File: config.mk
export PLATFORM = sky130hd
export DESIGN_NAME = pc_sequencer_flat
export DESIGN_NICKNAME = d
export VERILOG_FILES = /design/src/rtl/pc_sequencer_if.sv /design/src/rtl/pc_sequencer.sv /design/src/flat_wrapper.sv
export SDC_FILE = /design/constraint.sdc
export NUM_CORES = 1
export LEC_CHECK = 0
export ABC_AREA = 1
export CAP_MARGIN = 15
export CORE_ASPECT_RATIO = 0.5
export CORE_MARGIN = 1
export CORE_UTILIZATION = 35
export DETAILED_ROUTE_END_ITERATION = 8
export PLACE_DENSITY = 0.69
export REMOVE_ABC_BUFFERS = 1
export SYNTH_ARGS = -nofsm -noshare
export SYNTH_HDL_FRONTEND = slang
export SYNTH_SLANG_ARGS = --single-unit
File: constraint.sdc
create_clock -name i_clk -period 2.2 [get_ports i_clk]
set_input_delay 0.33 -clock i_clk [delete_from_list [all_inputs] [get_ports i_clk]]
set_output_delay 0.33 -clock i_clk [all_outputs]
set_load 0.05 [all_outputs]
File: src/rtl/pc_sequencer_if.sv
// pc_sequencer_if: ID-stage request bus and fetch-PC results shared by the PC sequencer and its client.
interface pc_sequencer_if #(
  parameter int SIZE_ADDR_PC = 32,
  parameter int SIZE_CNT     = 16
);
  logic                    i_stall;
  logic                    i_halt;
  logic                    i_is_jump;
  logic                    i_is_JALR;
  logic                    i_pc_source;
  logic [SIZE_ADDR_PC-1:0] i_rs;
  logic [SIZE_ADDR_PC-1:0] i_suma_branch;
  logic [SIZE_ADDR_PC-1:0] i_suma_jump;
  logic [SIZE_ADDR_PC-1:0] o_pc;
  logic [SIZE_ADDR_PC-1:0] o_pc4;
  logic                    o_flush;
  logic                    o_halted;
  logic [SIZE_CNT-1:0]     o_redirect_cnt;
  modport slave (
    input  i_stall, i_halt, i_is_jump, i_is_JALR, i_pc_source, i_rs, i_suma_branch, i_suma_jump,
    output o_pc, o_pc4, o_flush, o_halted, o_redirect_cnt
  );
  modport master (
    output i_stall, i_halt, i_is_jump, i_is_JALR, i_pc_source, i_rs, i_suma_branch, i_suma_jump,
    input  o_pc, o_pc4, o_flush, o_halted, o_redirect_cnt
  );
endinterface

File: src/rtl/pc_sequencer.sv
// pc_sequencer: fetch PC register with next-PC selection, redirect flush, and halt drain.
// Optional PC_STEP_MODE_EN adds i_step, gating RUN-state progress to single-step edges.
module pc_sequencer #(
  parameter int                    SIZE_ADDR_PC = 32,
  parameter logic [SIZE_ADDR_PC-1:0] RESET_PC   = '0,
  parameter int                    N_DRAIN      = 3,
  parameter int                    SIZE_CNT     = 16
) (
  input logic i_clk,
  input logic i_reset,
  input logic i_enable,
`ifdef PC_STEP_MODE_EN
  input logic i_step,
`endif
  pc_sequencer_if.slave bus
);
  typedef enum logic [1:0] {IDLE, RUN, DRAIN, HALTED} state_t;
  localparam logic [3:0] DRAIN_INIT = 4'(N_DRAIN - 1);
  state_t                  state_q, state_d;
  logic [SIZE_ADDR_PC-1:0] pc_q, pc_d, target;
  logic [SIZE_CNT-1:0]     cnt_q, cnt_d;
  logic [3:0]              drain_q, drain_d;
  logic                    flush_q, flush_d, halted_q, halted_d, act, go, redirect;
`ifdef PC_STEP_MODE_EN
  assign act = i_enable & i_step;
`else
  assign act = i_enable;
`endif
  assign go = state_q == RUN && act && !bus.i_stall;
  assign redirect = go && !bus.i_halt && (bus.i_is_JALR || bus.i_is_jump || bus.i_pc_source);
  assign target = bus.i_is_JALR ? bus.i_rs : bus.i_is_jump ? bus.i_suma_jump : bus.i_suma_branch;
  always_comb begin
    state_d  = state_q;
    pc_d     = pc_q;
    cnt_d    = cnt_q;
    drain_d  = drain_q;
    halted_d = halted_q;
    flush_d  = redirect;
    case (state_q)
      IDLE: state_d = i_enable ? RUN : IDLE;
      RUN: begin
        if (go && bus.i_halt) begin
          state_d = DRAIN;
          drain_d = DRAIN_INIT;
        end else if (redirect) begin
          pc_d  = target & ~SIZE_ADDR_PC'(3);
          cnt_d = &cnt_q ? cnt_q : cnt_q + SIZE_CNT'(1);
        end else if (go) begin
          pc_d = pc_q + SIZE_ADDR_PC'(4);
        end
      end
      DRAIN: begin
        state_d  = drain_q == 4'd0 ? HALTED : DRAIN;
        halted_d = drain_q == 4'd0;
        drain_d  = drain_q == 4'd0 ? drain_q : drain_q - 4'd1;
      end
      default: ;
    endcase
  end
  always_ff @(posedge i_clk or posedge i_reset) begin
    if (i_reset) begin
      state_q  <= IDLE;
      pc_q     <= RESET_PC;
      cnt_q    <= '0;
      drain_q  <= '0;
      flush_q  <= 1'b0;
      halted_q <= 1'b0;
    end else begin
      state_q  <= state_d;
      pc_q     <= pc_d;
      cnt_q    <= cnt_d;
      drain_q  <= drain_d;
      flush_q  <= flush_d;
      halted_q <= halted_d;
    end
  end
  assign bus.o_pc           = pc_q;
  assign bus.o_pc4          = pc_q + SIZE_ADDR_PC'(4);
  assign bus.o_flush        = flush_q;
  assign bus.o_halted       = halted_q;
  assign bus.o_redirect_cnt = cnt_q;
endmodule

File: src/flat_wrapper.sv
// flat-port wrapper written by rule: the top's interface ports become plain ports
module pc_sequencer_flat 
#(
  parameter int                    SIZE_ADDR_PC = 32,
  parameter logic [SIZE_ADDR_PC-1:0] RESET_PC   = '0,
  parameter int                    N_DRAIN      = 3,
  parameter int                    SIZE_CNT     = 16
)
  (i_clk, i_reset, i_enable, bus_i_stall, bus_i_halt, bus_i_is_jump, bus_i_is_JALR, bus_i_pc_source, bus_i_rs, bus_i_suma_branch, bus_i_suma_jump, bus_o_pc, bus_o_pc4, bus_o_flush, bus_o_halted, bus_o_redirect_cnt);
  pc_sequencer_if #(.SIZE_ADDR_PC(SIZE_ADDR_PC), .SIZE_CNT(SIZE_CNT)) bus_i ();
  input logic i_clk;
  input logic i_reset;
  input logic i_enable;
  input wire logic [$bits(bus_i.i_stall)-1:0] bus_i_stall;
  input wire logic [$bits(bus_i.i_halt)-1:0] bus_i_halt;
  input wire logic [$bits(bus_i.i_is_jump)-1:0] bus_i_is_jump;
  input wire logic [$bits(bus_i.i_is_JALR)-1:0] bus_i_is_JALR;
  input wire logic [$bits(bus_i.i_pc_source)-1:0] bus_i_pc_source;
  input wire logic [$bits(bus_i.i_rs)-1:0] bus_i_rs;
  input wire logic [$bits(bus_i.i_suma_branch)-1:0] bus_i_suma_branch;
  input wire logic [$bits(bus_i.i_suma_jump)-1:0] bus_i_suma_jump;
  output wire logic [$bits(bus_i.o_pc)-1:0] bus_o_pc;
  output wire logic [$bits(bus_i.o_pc4)-1:0] bus_o_pc4;
  output wire logic [$bits(bus_i.o_flush)-1:0] bus_o_flush;
  output wire logic [$bits(bus_i.o_halted)-1:0] bus_o_halted;
  output wire logic [$bits(bus_i.o_redirect_cnt)-1:0] bus_o_redirect_cnt;
  assign bus_i.i_stall = bus_i_stall;
  assign bus_i.i_halt = bus_i_halt;
  assign bus_i.i_is_jump = bus_i_is_jump;
  assign bus_i.i_is_JALR = bus_i_is_JALR;
  assign bus_i.i_pc_source = bus_i_pc_source;
  assign bus_i.i_rs = bus_i_rs;
  assign bus_i.i_suma_branch = bus_i_suma_branch;
  assign bus_i.i_suma_jump = bus_i_suma_jump;
  assign bus_o_pc = bus_i.o_pc;
  assign bus_o_pc4 = bus_i.o_pc4;
  assign bus_o_flush = bus_i.o_flush;
  assign bus_o_halted = bus_i.o_halted;
  assign bus_o_redirect_cnt = bus_i.o_redirect_cnt;
  pc_sequencer #(.SIZE_ADDR_PC(SIZE_ADDR_PC), .RESET_PC(RESET_PC), .N_DRAIN(N_DRAIN), .SIZE_CNT(SIZE_CNT)) u_core (.i_clk(i_clk), .i_reset(i_reset), .i_enable(i_enable), .bus(bus_i));
endmodule
==> impl_metrics.tcl, run 1 <==
set metrics [dict create \
    first_global_vias 4631 \
    top_layer_used "met4" \
    drtAntennaViolNets 0 \
    critPathArrivalTime_ps 1820 \
    end_kind "primary output" \
    critPathMaxFanout 5 \
    dr_wl_met2_um 6690 \
    antenna_found_initial 0 \
    rows 28 \
    core_area_um2 11800 \
    wl_met1_um 6630 \
    ys.warnings.count 0 \
    tns_ps 0 \
    via_count 4987 \
    grt_pass1_wl_um 22600 \
    h-tree-depth 2 \
    antenna_cells 0 \
    critPathKind "flop to primary output" \
    dpl.cell_count 1022 \
    crit_buf_inv 2 \
    synth-seq-cells 54 \
    insertion_delay_ps 300 \
    status "completed" \
    period_share_pct 97.8 \
    worst_slack_ps 49.4 \
    overflow 0 \
    wl_per_cell_um 13.8 \
    worst_pin_slew_ps 537 \
    fmax_ghz 0.465 \
    grt_max_degree 55 \
    crit_chain "buf_6 -> nand2_2 -> nor2_4 -> nand2_4 -> nor2_4 -> nand2_1 -> nand2_2 -> nand2_2 -> buf_12" \
    async_flop_share_pct 100 \
    via_per_inst 4.80 \
    fin_cells 1038 \
    hold_path.class "primary input to asynchronous set/reset pin" \
    slew_headroom_pct 64.1 \
    path_delay_family "simple AND/OR/NAND/NOR gates" \
    crit_top_cell "nand2_2" \
    yosys_most_used_dff "dfrtp_1" \
    setup_viol 0 \
    routed-wl-met3_um 768 \
    dp_hpwl_um 11200 \
    clock_sinks 54 \
    ir_worst_vdd_mv 0.549 \
    die_area_um2 12700 \
    tritoncts "done" \
    syn_area_um2 4270 \
    synth_edf_count 0 \
    start_util_pct 36.1 \
    place_ws_ps 113 \
    wl_um 14400 \
    die_y_um 80.1 \
    portBuffers 175 \
    leakage_nw 3.03 \
    skew_ps 5.24 \
    drc_errors 0 \
    crit_slowest_cell "dfrtp_1" \
    die_x_um 158 \
    gp_congestion 0.920 \
    start_kind "flop" \
    slew_violations 0 \
    cts_buffers 5 \
    initialDrtViolationCount 264 \
    power.density_nw_per_um2 1070 \
    synth_cell_types 32 \
    syn_area_per_cell_um2 6.21 \
    root_buffer "clkbuf_16" \
    ios 186 \
    final_nets 983 \
    syn_to_final_growth_pct 60.7 \
    drive_gt1_share_pct 14.7 \
    maxCapViolCount 0 \
    rsz0062_at_grt "true" \
    drtPass1Iterations 4 \
    post-route-min-period_ps 2150 \
    required_ps 1870 \
    crit_path_max_incr_delay_ps 400 \
    hold_viol 0 \
    ys_seq_area_share_pct 31.6 \
    cts_buffer_depth 2 \
    grt_use_total_pct 22.7 \
    clkTransAtPathRegs_ps 80 \
    syn-instance-count 688 \
]
## logic make-up (layout without fill, tap and decap cells)
family	count (synthesis)	count (layout)	synth area share, %
xor gates and xnor gates	24	24	4.92
and+or+nand+nor	404	404	38.6
AOI/OAI and AO/OA	101	101	12.9
other	1	4	0.0877
adders and majority gates	7	7	2.05
buffers and inverters	97	279	9.84
DFF	54	54	31.6
## cell usage in the layout (no fill, tap or decap), drive strengths merged
cell           count
nand2            222
clkdlybuf4s50    146
nor2             124
inv               70
buf               56
dfrtp             54
nand3             46
o21ai             42
a21oi             34
xnor2             15
a31oi             14
xor2               9
ha                 7
o22ai              6
clkbuf             6
o211ai             4
conb               4
nor3               4
nand4              2
or2                2
nand3b             2
and2               2
o31ai              1
clkinvlp           1
## metal layers
layer | track usage, % | up-vias
met5 | 0 | -
met4 | 6.06 | 0
met3 | 5.40 | 24
met2 | 38.2 | 120
met1 | 29.2 | 2308
li1 | - | 2535
## what timing repair did
item / in CTS / in global routing
endpoints found under the hold margin: 0 / 0
gates resized for setup: 12 / 46
setup buffers: 3 / 5
endpoints found under the setup margin: 20 / 24
pin swaps: 6 / 18
hold buffers: 0 / 0
## power breakdown
group	internal, mW	total (mW)	switching, mW
clock	0.459	0.851	0.393
sequential	1.29	1.71	0.422
combinational	1.82	4.80	2.98
total	3.57	7.36	3.79
## metrics by stage
stage               area [um2]  util, %  hold WS [ps]  total power [mW]
finish                    6870     58.0           410              7.36
global route              6870     58.0           465              7.75
CTS                       6690     56.5           421              7.20
detailed placement        6460     54.6           475              6.23
global placement          6460     54.6           468              6.18
floorplan                 4120        -           498              4.36
## Yosys cell counts, types with 4 or more instances
master    number  area share, %
a21oi_1       33            3.9
a31oi_1       14            2.0
buf_2          6           0.70
buf_4          5           0.88
buf_6          4            1.1
clkbuf_1      13            1.1
dfrtp_1       54             32
ha_1           7            2.0
inv_1         65            5.7
inv_2          4           0.35
nand2_1      221             19
nand3_1       46            5.4
nor2_1       116             10
nor2_2         5           0.73
o211ai_1       4           0.70
o21ai_0       39            4.6
o22ai_1        6           0.88
xnor2_1       15            3.1
xor2_1         9            1.8
## worst register-to-register path, stage by stage (launching register included)
cell	delay (ps)
dfrtp_1	400
inv_1	90
ha_1	190
nand3_1	140
nor2_2	280
o21ai_2	130
inv_2	250
nand2_1	90
nand2_1	60
nand2_1	40
## flip-flops by register name, indices dropped and copies added (netlist names)
| signal | flops |
|---|---|
| u_core.bus.o_flush | 1 |
| u_core.bus.o_halted | 1 |
| u_core.bus.o_pc | 30 |
| u_core.bus.o_redirect_cnt | 16 |
| u_core.drain_q | 4 |
| u_core.state_q | 2 |
## area by class of cell
type                       count  area (um2)
multi-input combinational    540        2680
inverter                      69         259
clock inverter                 2        16.3
tap                          165         206
timing repair buffer         202        2210
sequential                    54        1370
fill                        1105        4970
clock buffer                   6         139
## worst paths after layout
check,startpoint,endpoint,slack (ps),depth (start not counted)
min in group i_clk,u_core.bus.o_halted$_DFFE_PP0N_,u_core.bus.o_halted$_DFFE_PP0N_,500,2
min,i_reset,u_core.bus.o_flush$_DFF_PP0_,410,3
max reg2reg,u_core.state_q[1]$_DFFE_PP0P_,u_core.bus.o_redirect_cnt[5]$_DFFE_PP0P_,430,9
max,u_core.bus.o_pc[3]$_DFFE_PP0P_,bus_o_pc4[29],50,9
max in group asynchronous,i_reset,u_core.bus.o_pc[21]$_DFFE_PP0P_,1530,3
min reg2reg,u_core.bus.o_halted$_DFFE_PP0N_,u_core.bus.o_halted$_DFFE_PP0N_,500,2
Power figures use the tool's default switching activity.
==> inputs of run 2 (changes only) <==
RECOVER_POWER = 25   (was not set)
==> run 2 against run 1 <==
  * Via count increased by 0.30%
  * Die area unchanged
  * Final cell count unchanged
  * Clock-buffer cell count unchanged
  * Clock power about the same
  * Maximum frequency about the same
  * Critical path depth unchanged
  * Highest routed layer unchanged
==> impl_metrics.tcl, run 2 (synthesis results as in run 1) <==
set metrics [dict create \
    post-route-min-period_ps 2150 \
    cts_buffer_depth 2 \
    status "completed" \
    grt_pass1_wl_um 22600 \
    tritoncts "done" \
    worst_pin_slew_ps 1420 \
    critPathMaxFanout 5 \
    core_area_um2 11800 \
    maxCapViolCount 0 \
    leakage_nw 3.02 \
    met3_usage_pct 5.40 \
    drc_errors 0 \
    insertion_delay_ps 300 \
    clkTransAtPathRegs_ps 80 \
    start_kind "flop" \
    die_x_um 158 \
    setup_viol 0 \
    required_ps 1870 \
    wl_per_cell_um 13.9 \
    skew_ps 5.33 \
    root_buffer "clkbuf_16" \
    crit_chain "buf_6 -> nand2_2 -> nor2_4 -> nand2_4 -> nor2_4 -> nand2_1 -> nand2_2 -> nand2_2 -> buf_12" \
    p_clk_share_pct 11.6 \
    final_core_util_pct 57.9 \
    clock_sinks 54 \
    top_usage_layer "met2" \
    hold_path.class "flop to flop" \
    rows 28 \
    start_util_pct 36.1 \
    drive_gt1_share_pct 14.5 \
    dp_hpwl_um 11200 \
    p_int_mw 3.57 \
    largest_reg_flops 30 \
    path_delay_family "simple AND/OR/NAND/NOR gates" \
    p_seq_share_pct 23.3 \
    grt_use_met1_pct 29.2 \
    first_global_vias 4631 \
    p_sw_mw 3.79 \
    end_kind "primary output" \
    crit_slowest_cell "dfrtp_1" \
    combPwrFrac_pct 65.1 \
    switching_share_pct 51.5 \
    layout_commonest_cell "nand2_1" \
    grt_use_total_pct 22.7 \
    fill_cells 1107 \
    hold_ws_ps 500 \
    grt_max_degree 55 \
    crit_path_max_incr_delay_ps 400 \
    critPathArrivalTime_ps 1820 \
    overflow 0 \
    multiInputGateArea_um2 2680 \
    antenna_cells 0 \
    cts_buffers 5 \
    power.density_nw_per_um2 1070 \
    crit_top_cell "nand2_2" \
    die_y_um 80.1 \
    h-tree-depth 2 \
    fmax_ghz 0.465 \
    ir_worst_vdd_mv 0.550 \
    syn_to_final_growth_pct 60.4 \
    final_cell_mix "nand2_1, clkdlybuf4s50_1, nor2_1" \
    slew_violations 0 \
    gp_congestion 0.920 \
    drtAntennaViolNets 0 \
    ios 186 \
    die_area_um2 12700 \
    critPathKind "flop to primary output" \
    via_count 5002 \
    crit_buf_inv 2 \
    drtPass1Iterations 5 \
    portBuffers 175 \
    period_share_pct 97.8 \
    slew_headroom_pct 5.06 \
    via_per_inst 4.82 \
    regArea_um2 1370 \
    rsz0062_at_grt "true" \
    wl_um 14400 \
    antenna_found_initial 0 \
    hold_viol 0 \
    grt_use_met2_pct 38.2 \
    initialDrtViolationCount 261 \
    final_nets 983 \
]
[run 2: cell count changes in the layout (fill, tap and decap cells not counted), sizes merged]
cell	before	now
clkbuf	6	7
clkinv	0	1
buf	56	55
inv	70	69
[run 2: final cells by class]
| type | count | share of cell area [%] |
|---|---|---|
| Multi-Input combinational cell | 540 | 39.1 |
| Timing Repair Buffer | 202 | 32.0 |
| Sequential cell | 54 | 19.9 |
| Inverter | 69 | 3.78 |
| Tap cell | 165 | 3.01 |
| Clock buffer | 6 | 2.03 |
| Clock inverter | 2 | 0.237 |
[run 2: power groups by stage]
stage | logic [mW] | registers, mW | clock network, mW
after floorplan | 1.93 | 2.42 | 0
after global placement | 4.51 | 1.67 | 0
after detailed placement | 4.55 | 1.68 | 0
after CTS | 4.64 | 1.67 | 0.879
after global routing | 5.07 | 1.76 | 0.915
final | 4.79 | 1.71 | 0.853
[run 2: path summary, 6_finish.rpt]
| path | cells after the start | slack, ps | from | to |
|---|---|---|---|---|
| max | 9 | 50 | u_core.bus.o_pc[3]$_DFFE_PP0P_ | bus_o_pc4[29] |
| min | 2 | 500 | u_core.bus.o_halted$_DFFE_PP0N_ | u_core.bus.o_halted$_DFFE_PP0N_ |
| max reg2reg | 9 | 420 | u_core.state_q[1]$_DFFE_PP0P_ | u_core.bus.o_redirect_cnt[5]$_DFFE_PP0P_ |
| min reg2reg | 2 | 500 | u_core.bus.o_halted$_DFFE_PP0N_ | u_core.bus.o_halted$_DFFE_PP0N_ |
| max in group asynchronous | 3 | 430 | i_reset | u_core.bus.o_pc[23]$_DFFE_PP0P_ |
| min in group asynchronous | 3 | 830 | i_reset | u_core.bus.o_flush$_DFF_PP0_ |
[run 2: worst register-to-register path: cells and delay by family (launching register included)]
kind	cells	cell delay, ps
AOI/OAI and AO/OA	1	130
adders and majority gates	1	190
and+or+nand+nor	5	630
DFF	1	400
buffers and inverters	2	340
[run 2: per-stage QoR]
stage          power (mW)  cells  cell area (um2)  worst slack (ps)  TNS (ps)
2_1_floorplan        4.36    663             4120              -465     -9330
3_3_place_gp         6.18   1022             6460               133         0
3_5_place_dp         6.23   1022             6460               113         0
4_1_cts              7.20   1033             6690             -14.4     -27.5
5_1_grt              7.74   1038             6860             -30.2     -87.7
6_report             7.36   1038             6860              48.1         0
[run 2: metal layers]
layer  part of all wire, %  vias to the layer above
met1                    46                     2317
met5                     0                        -
li1                      -                     2536
met2                    46                      125
met4                   2.0                        0
met3                   5.7                       24
[run 2: timing repair]
action	CTS	global route
resized for setup	12	46
hold buffers	0	0
pin swaps	6	18
setup endpoints to repair	20	24
buffers inserted	3	5
==> inputs of run 3 (changes only) <==
SETUP_SLACK_MARGIN = 0.05   (was not set)
==> run 3 against run 2 <==
  * Total power grew 1.5%
  * Cell area up 1.5%
  * Non-clock buffer count is 3 higher
  * Register-to-register slack hardly changed
  * Global-route usage up 0.12 points
  * Sequential share of layout area fell by 0.25 points
  * Routed wire length is 1.7% higher
  * Critical endpoint is now bus_o_pc4[18]
==> impl_metrics.tcl, run 3 (synthesis results as in run 1) <==
set metrics [dict create \
    place_ws_ps 113 \
    drtPass1Iterations 4 \
    insertion_delay_ps 300 \
    wl_um 14600 \
    hold_path.class "flop to flop" \
    drive_gt1_share_pct 16.9 \
    grt_max_degree 55 \
    fmax_ghz 0.463 \
    required_ps 1870 \
    worst_pin_slew_ps 1420 \
    grt_pass1_wl_um 22700 \
    die_area_um2 12700 \
    initialDrtViolationCount 257 \
    antenna_cells 0 \
    p_int_mw 3.61 \
    ir_worst_vdd_mv 0.547 \
    post-route-min-period_ps 2160 \
    critPathKind "flop to primary output" \
    drc_errors 0 \
    p_seq_share_pct 23.2 \
    crit_path_max_incr_delay_ps 470 \
    via_per_inst 4.87 \
    fin_area_um2 6960 \
    r2r_cells 9 \
    drtAntennaViolNets 0 \
    fin_cells 1041 \
    antenna_found_initial 0 \
    multiInputGateArea_um2 2750 \
    reg2reg_slack_ps 410 \
    hold_viol 0 \
    crit_buf_inv 2 \
    clock_sinks 54 \
    startpoint "u_core.bus.o_pc[10]$_DFFE_PP0P_" \
    tritoncts "done" \
    gp_congestion 0.920 \
    p_clk_share_pct 11.5 \
    maxCapViolCount 0 \
    dpl_cell_area_um2 6460 \
    overflow 0 \
    dp_hpwl_um 11200 \
    critPathCapture "bus_o_pc4[18]" \
    final_cell_mix "nand2_1, clkdlybuf4s50_1, nor2_1" \
    wl_per_cell_um 14.1 \
    timing.rr.start "u_core.state_q[1]$_DFFE_PP0P_" \
    via_count 5070 \
    leakage_nw 3.04 \
    hold_ws_ps 501 \
    regArea_um2 1370 \
    final_core_util_pct 58.7 \
    r2r_end "u_core.bus.o_redirect_cnt[5]$_DFFE_PP0P_" \
    critPathMaxFanout 5 \
    slew_headroom_pct 5.43 \
    period_share_pct 98.3 \
    worst_slack_ps 38.3 \
    root_buffer "clkbuf_16" \
    rsz0062_at_grt "true" \
    portBuffers 175 \
    setup_viol 0 \
    cts_buffers 5 \
    cts_buffer_depth 2 \
    combPwrFrac_pct 65.3 \
    dpl.cell_count 1022 \
    slew_violations 0 \
    clkTransAtPathRegs_ps 70 \
    rows 28 \
    fill_cells 1094 \
    path_delay_family "simple AND/OR/NAND/NOR gates" \
    first_global_vias 4662 \
    ios 186 \
    h-tree-depth 2 \
    postCtsHoldBufs 0 \
    tns_ps 0 \
    status "completed" \
    die_x_um 158 \
    start_kind "flop" \
    core_area_um2 11800 \
    syn_to_final_growth_pct 62.7 \
    crit_chain "nand2_2 -> nor2_2 -> nand2_1 -> nor2_4 -> xor2_2 -> inv_1 -> buf_6" \
    skew_ps 7.13 \
    layout_commonest_cell "nand2_1" \
    largest_reg_flops 30 \
    path_depth 7 \
    switching_share_pct 51.7 \
    final_nets 986 \
    end_kind "primary output" \
    critPathArrivalTime_ps 1830 \
    finalPower_mw 7.47 \
    start_util_pct 36.1 \
    crit_slowest_cell "dfrtp_2" \
    grt_use_total_pct 22.8 \
    power.density_nw_per_um2 1070 \
    p_sw_mw 3.86 \
    die_y_um 80.1 \
]
run 3: cell count changes in the layout (fill, tap and decap cells not counted), moves of 2 or more:
cell / delta
dfrtp_1: -2
nand3_1: -3
nor2_4: +2
nand2_1: -8
nor2_1: -4
nand3_2: +3
nor2_2: +2
buf_4: +2
dfrtp_2: +2
nand2_2: +7
run 3: final cells by class:
class                           instances  area share, %
Multi-Input combinational cell        540           39.5
Tap cell                              165           2.97
Sequential cell                        54           19.7
Clock buffer                            6           2.00
Inverter                               69           3.72
Clock inverter                          2          0.234
Timing Repair Buffer                  205           31.9
run 3: worst min-delay path by stage:
stage | startpoint | endpoint | slack, ps | cells after the start
floorplan | u_core.drain_q[3]$_DFFE_PP0P_ | u_core.drain_q[3]$_DFFE_PP0P_ | 500 | 2
global placement | u_core.bus.o_halted$_DFFE_PP0N_ | u_core.bus.o_halted$_DFFE_PP0N_ | 470 | 2
detailed placement | u_core.bus.o_halted$_DFFE_PP0N_ | u_core.bus.o_halted$_DFFE_PP0N_ | 480 | 2
CTS | i_reset | u_core.bus.o_flush$_DFF_PP0_ | 420 | 3
global route | u_core.bus.o_halted$_DFFE_PP0N_ | u_core.bus.o_halted$_DFFE_PP0N_ | 510 | 2
finish | u_core.bus.o_halted$_DFFE_PP0N_ | u_core.bus.o_halted$_DFFE_PP0N_ | 500 | 2
run 3: per-layer routing:
layer,track usage (%),part of all wire (%),vias up
li1,-,-,2541
met1,29.8,46,2369
met2,38.5,46,136
met3,4.48,5.7,24
met4,6.35,2.0,0
met5,0,0,-
run 3: timing repair:
action,4_1_cts,5_1_grt
setup buffers,5,6
cloned,0,0
gates resized for setup,28,54
pin swaps,12,15
endpoints found under the setup margin,23,26
run 3: worst reg2reg max path: stages, from the launching register on:
cell and delay (ps):
dfrtp_1 400, inv_1 90, ha_1 190, nand3_1 140
nor2_2 290, o21ai_2 130, inv_2 250, nand2_1 90
nand2_1 60, nand2_1 50
run 3: power groups by stage:
stage	clock network [mW]	logic, mW	registers [mW]
detailed placement	0	4.55	1.68
global placement	0	4.51	1.67
finish	0.861	4.88	1.73
global route	0.915	5.15	1.77
CTS	0.879	4.72	1.68
floorplan	0	1.93	2.42
